<file path="src/rtl/morse_letter_decoder.sv">
// Purpose: times a single Morse key, classifies marks as dot/dash and decodes letters A-H onto HEX0.
// Latency: 2-cycle input synchronizer; result pulse one cycle after the gap-ending tick.
// Backpressure: none; letter_valid/letter_err are single-cycle pulses with no handshake.
module morse_letter_decoder #(
  parameter int UNIT_CYCLES    = 16777216,
  parameter int DASH_MIN_UNITS = 2,
  parameter int GAP_UNITS      = 3
) (
  input  logic       CLOCK_50,
  input  logic       RESET,
  input  logic       key_in,
  output logic       letter_valid,
  output logic       letter_err,
  output logic [2:0] letter_code,
  output logic [2:0] symbol_count,
  output logic       busy,
  output logic [6:0] HEX0
);

  localparam int CW = (UNIT_CYCLES > 1) ? $clog2(UNIT_CYCLES) : 1;
  localparam logic [CW-1:0] PRE_LAST = CW'(UNIT_CYCLES - 1);
  localparam logic [3:0] DASH_MIN = 4'(DASH_MIN_UNITS);
  localparam logic [3:0] GAP_LAST = 4'(GAP_UNITS - 1);
  localparam logic [6:0] BLANK    = 7'b1111111;

  typedef enum logic [1:0] {
    IDLE  = 2'd0,
    MARK  = 2'd1,
    SPACE = 2'd2,
    EMIT  = 2'd3
  } state_t;

  state_t        state;
  logic          sync_1;
  logic          k;
  logic          k_d;
  logic [CW-1:0] pre_cnt;
  logic [3:0]    units;
  logic [3:0]    pat;
  logic          overflow;

  logic rise;
  logic fall;
  logic key_edge;
  logic tick;
  logic unit_tick;
  logic dash;

  logic       dec_ok;
  logic [2:0] dec_code;
  logic [6:0] dec_hex;

  assign rise      = k & ~k_d;
  assign fall      = ~k & k_d;
  assign key_edge  = rise | fall;
  assign tick      = (pre_cnt == PRE_LAST);
  // A key edge restarts timing, so a coincident tick must not count.
  assign unit_tick = tick & ~key_edge;
  assign dash      = (units >= DASH_MIN);

  // Two-flop synchronizer plus a delayed copy for edge detection.
  always_ff @(posedge CLOCK_50) begin
    if (RESET) begin
      sync_1 <= 1'b0;
      k      <= 1'b0;
      k_d    <= 1'b0;
    end else begin
      sync_1 <= key_in;
      k      <= sync_1;
      k_d    <= k;
    end
  end

  // Unit prescaler, realigned to every key edge so units count from the edge.
  always_ff @(posedge CLOCK_50) begin
    if (RESET) begin
      pre_cnt <= '0;
    end else if (key_edge || tick) begin
      pre_cnt <= '0;
    end else begin
      pre_cnt <= pre_cnt + 1'b1;
    end
  end

  // Completed-unit counter for the current mark or space, saturating at 15.
  always_ff @(posedge CLOCK_50) begin
    if (RESET) begin
      units <= 4'd0;
    end else if (key_edge) begin
      units <= 4'd0;
    end else if (unit_tick && (units != 4'd15)) begin
      units <= units + 4'd1;
    end
  end

  // Letter lookup on the captured symbol count and pattern (dot=0, dash=1).
  always_comb begin
    dec_ok   = 1'b1;
    dec_code = 3'd0;
    dec_hex  = BLANK;
    case ({symbol_count, pat})
      {3'd2, 4'b0001}: begin dec_code = 3'd0; dec_hex = 7'b0001000; end
      {3'd4, 4'b1000}: begin dec_code = 3'd1; dec_hex = 7'b0000000; end
      {3'd4, 4'b1010}: begin dec_code = 3'd2; dec_hex = 7'b1000110; end
      {3'd3, 4'b0100}: begin dec_code = 3'd3; dec_hex = 7'b1000000; end
      {3'd1, 4'b0000}: begin dec_code = 3'd4; dec_hex = 7'b0000110; end
      {3'd4, 4'b0010}: begin dec_code = 3'd5; dec_hex = 7'b0001110; end
      {3'd3, 4'b0110}: begin dec_code = 3'd6; dec_hex = 7'b1000010; end
      {3'd4, 4'b0000}: begin dec_code = 3'd7; dec_hex = 7'b0001001; end
      default:         dec_ok = 1'b0;
    endcase
  end

  // Letter FSM with registered pulses, display and status outputs.
  always_ff @(posedge CLOCK_50) begin
    if (RESET) begin
      state        <= IDLE;
      pat          <= 4'd0;
      overflow     <= 1'b0;
      symbol_count <= 3'd0;
      letter_valid <= 1'b0;
      letter_err   <= 1'b0;
      letter_code  <= 3'd0;
      busy         <= 1'b0;
      HEX0         <= BLANK;
    end else begin
      letter_valid <= 1'b0;
      letter_err   <= 1'b0;
      case (state)
        IDLE: begin
          if (rise) begin
            state        <= MARK;
            busy         <= 1'b1;
            pat          <= 4'd0;
            symbol_count <= 3'd0;
            overflow     <= 1'b0;
          end
        end
        MARK: begin
          if (fall) begin
            state <= SPACE;
            busy  <= 1'b1;
            // A fifth symbol cannot fit; remember it so the letter is rejected.
            if (symbol_count == 3'd4) begin
              overflow <= 1'b1;
            end else begin
              pat          <= {pat[2:0], dash};
              symbol_count <= symbol_count + 3'd1;
            end
          end
        end
        SPACE: begin
          if (rise) begin
            state <= MARK;
            busy  <= 1'b1;
          end else if (unit_tick && (units == GAP_LAST)) begin
            state <= EMIT;
            busy  <= 1'b0;
          end
        end
        EMIT: begin
          // Any rise seen here is dropped; a fresh press is needed from IDLE.
          state <= IDLE;
          busy  <= 1'b0;
          if (dec_ok && !overflow) begin
            letter_valid <= 1'b1;
            letter_code  <= dec_code;
            HEX0         <= dec_hex;
          end else begin
            letter_err <= 1'b1;
            HEX0       <= BLANK;
          end
        end
        default: begin
          state <= IDLE;
          busy  <= 1'b0;
        end
      endcase
    end
  end

endmodule

</file>
<file path="config.mk">
export PLATFORM = sky130hd
export DESIGN_NAME = morse_letter_decoder
export DESIGN_NICKNAME = d
export VERILOG_FILES = /design/src/rtl/morse_letter_decoder.sv
export SDC_FILE = /design/constraint.sdc
export NUM_CORES = 1
export LEC_CHECK = 0
export BUFFER_PORTS_ARGS = -buffer_cell sky130_fd_sc_hd__buf_2
export CORE_MARGIN = 3
export CORE_UTILIZATION = 45
export DETAILED_ROUTE_END_ITERATION = 10
export GPL_ROUTABILITY_DRIVEN = 0
export PLACE_DENSITY_LB_ADDON = 0.1
export SYNTH_ARGS = -nofsm -noshare
export SYNTH_HDL_FRONTEND = slang
export SYNTH_SLANG_ARGS = --single-unit
</file>
<file path="constraint.sdc">
create_clock -name CLOCK_50 -period 3.51 [get_ports CLOCK_50]
set_input_delay 0.5265 -clock CLOCK_50 [delete_from_list [all_inputs] [get_ports CLOCK_50]]
set_output_delay 0.5265 -clock CLOCK_50 [all_outputs]
set_load 0.01 [all_outputs]
</file>
==> impl_metrics.toml <==
[outcome]
outcome = "finished, final reports clean"

[power]
part_of_the_total_power_dissipated_in_combinational_logic = 0.033
power_switching_w = 0.000224
power.density_cell_area_nw_per_um2 = 357
cellInternalPower_w = 0.000796
seq_power_share = 0.600
power.static_leakage_nw = 0.958
clockPowerShare = 0.367
ir_worst_vdd_uv = 228
switching_share = 0.219

[timing]
report.final.slew_viol_count = 0
hold_violations = 0
final_critical_delay_including_setup_and_external_delays_ns = 2.39
maxClockFrequency_ghz = 0.418
grt_setup_unrepaired = "false"
fin_ws_ns = 1.12
post-route-period-util = 0.681
slew_headroom = 0.413
timing.clock.skew_ns = 0.00549
final_setup_fails = 0
worstMarginPinSlew_ns = 0.879
tns_ns = 0

[critical_path]
worst_ep_required_time_ns = 3.69
timing_worst_setup_path_type = "reg2reg"
startpoint_type = "flop"
timing.critical_path.buf_inv = 0
chain_of_cells_forming_the_critical_path = "ha_1 > nand3_1 > nor4_1 > a21o_1 > o31ai_1"
data_arrival_time_of_the_worst_path_ns = 2.57
worst_path_dominant_cell_family = "simple AND/OR/NAND/NOR gates"
slowest_stage = "nor4_1"
worst-path-max-fanout = 19
worst_path_largest_cell_delay_ns = 0.69
cp-end-kind = "flop"

[yosys]
yosysTopAreaCell = "dfxtp_1"
ys_async_sr_fraction = 0
synth_seq_area_share = 0.400
synth.distinct_cells = 52
synth-compound-area-share = 0.157
synthesis.area_um2 = 2650
synth_ff_type = "dfxtp_1"
synth.ff_latch_count = 53
post_synth.cell_area_avg_um2 = 8.53
yosys-mux-area-fraction = 0.0193
synth_top_family_by_area = "simple AND/OR/NAND/NOR gates"
post_synth_and_or_nand_nor_area_fraction = 0.289
number_of_standard_cells_after_synthesis = 311
synth-xor-area-share = 0.0396
synthDominantCellAreaShare = 0.400
synthesis.nets = 324
yosysWarnings = 0
synth-edff-count = 0
post_synth_fa_ha_maj_area_fraction = 0.0471
synth_top_cells_by_area = "dfxtp_1 (40%), ha_1 (4.7%), a21oi_1 (4.3%)"

[global_route]
largest_net_degree_at_the_start_of_global_routing = 24
grt_antenna_before_repair = 0
overflow = 0
first_pass_grt_wire_length_mm = 9.31
vias_in_the_first_global_route = 1935
grtUsageTotal = 0.174

[clock_tree]
cts_tree = "built"
cts_resized = 0
cts-htree-levels = 2
cts.path.max_buffers = 2
clock_latency_ns = 0.30
hold_bufs_inserted_after_cts = 0
cts_made_buffers = 5
clk_root_buffer_cell = "clkbuf_8"
post-cts-setup-buffers = 0
clock_pin_slew_of_the_registers_on_the_worst_case_setup_and_hold_paths_ns = 0.09
cts.sinks = 53

[drt]
vias_per_cell = 5.51
postRouteAntennaNets = 0
detailedRoute.firstIterationViolations = 135
first_pass_iters = 4
detail_route.drc_violations = 0
routed-via-count = 2169
wl_mm = 5.38
avgRoutedWirePerCell_um = 13.7

[floorplan]
die_area_um2 = 6860
die-height_um = 82.8
floorplan.io_pins = 19
dieWidth_um = 82.8
initial_core_util = 0.473
core-area_um2 = 5610
core.rowCount = 27

[layout]
areaGrowthSynthToFinish_pct = 7.78
final_layout_size_suffix_gt1_frac = 0.0994
fill_cells = 556
antenna-diode-count = 0
num-nets-final = 334

[place]
hpwl_mm = 3.87
post-place-ws_ns = 1.11
buffer_ports.inserted = 18

[flow_run]
cap_violations = 0

[hold_path]
hold_path_class = "in2reg"
==> cell usage in the layout (no fill, tap or decap), drive strengths merged, types with 4 or more instances in the layout <==
cell | synthesis | routed
dfxtp | 53 | 53
nor2 | 28 | 28
a21oi | 23 | 23
nand2 | 19 | 19
buf | 4 | 18
nand3 | 17 | 17
inv | 14 | 14
o21ai | 13 | 13
nor4 | 10 | 10
ha | 10 | 10
nand4 | 9 | 9
nand2b | 7 | 7
xnor2 | 7 | 7
nor3 | 7 | 7
clkbuf | 11 | 7
or3 | 7 | 7
or4 | 7 | 7
xor2 | 5 | 5
nand3b | 5 | 5
o31ai | 5 | 5
nor2b | 5 | 5
and4 | 4 | 4
mux2i | 4 | 4
o22a | 4 | 4
==> per-layer routing <==
metal / vias to the layer above / GRT usage / wire, um
li1: 1145 / - / -
met1: 989 / 0.269 / 3000
met2: 30 / 0.244 / 2140
met3: 5 / 0.0367 / 190
met4: 0 / 0.0392 / 48
met5: - / 0 / 0
==> power by group through the flow <==
stage	Combinational, W	Clock (W)	Sequential (W)
global placement	0.0000346	0	0.000626
floorplan	0.0000285	0	0.000624
finish	0.0000337	0.000374	0.000612
detailed placement	0.0000341	0	0.000626
CTS	0.0000343	0.000389	0.000612
global route	0.0000388	0.000410	0.000613
==> worst paths after layout <==
check | startpoint | endpoint | slack [ns] | cells past startpoint
hold / removal | key_in | sync_1$_SDFF_PP0_ | 0.44 | 2
hold reg to reg | sync_1$_SDFF_PP0_ | k$_SDFF_PP0_ | 0.45 | 1
setup reg to reg | pre_cnt[0]$_SDFF_PP0_ | pre_cnt[21]$_SDFF_PP0_ | 1.12 | 5
setup / recovery | pre_cnt[0]$_SDFF_PP0_ | pre_cnt[21]$_SDFF_PP0_ | 1.12 | 5
==> stage by stage <==
step,utilization,hold WS (ns),cells,total power [W],area (um^2)
6_report,0.510,0.438,394,0.00102,2860
5_1_grt,0.510,0.421,394,0.00106,2860
3_5_place_dp,0.492,0.430,386,0.000660,2760
4_1_cts,0.510,0.423,394,0.00104,2860
3_3_place_gp,0.492,0.417,386,0.000660,2760
2_1_floorplan,-,0.414,311,0.000653,2650
==> area by class of cell <==
class / count / area, um^2 / area share
Clock inverter: 1 / 5.00 / 0.00175
Multi-Input combinational cell: 229 / 1470 / 0.512
Sequential cell: 53 / 1060 / 0.371
Timing Repair Buffer: 18 / 90.1 / 0.0315
Tap cell: 72 / 90.1 / 0.0315
Inverter: 14 / 52.6 / 0.0184
Clock buffer: 7 / 96.3 / 0.0337
==> state kept, by name, indices dropped and copies added, names as in the netlist, 2 cells and up <==
name	cells
symbol_count	3
pat	4
state	2
letter_code	3
pre_cnt	24
units	4
HEX0	6
==> cell usage after synthesis (6+ instances only) <==
cell type / number
or4_1: 6
nand4_1: 8
a21oi_1: 23
clkbuf_1: 11
nor2_1: 28
nor3_1: 7
xnor2_1: 7
nand3_1: 17
ha_1: 10
dfxtp_1: 53
or3_1: 6
nand2_1: 19
o21ai_0: 13
inv_1: 14
nand2b_1: 7
nor4_1: 10
==> kinds of logic (layout without fill, tap and decap cells) <==
group                    count (synthesis)  after routing
AND/OR/NAND/NOR                        137            137
AO/OA/AOI/OAI                           65             65
flip-flops                              53             53
buffers and inverters                   29             40
XOR/XNOR                                12             12
adder cells (fa/ha/maj)                 10             10
multiplexers                             5              5
(Power assumes the default switching activity.)
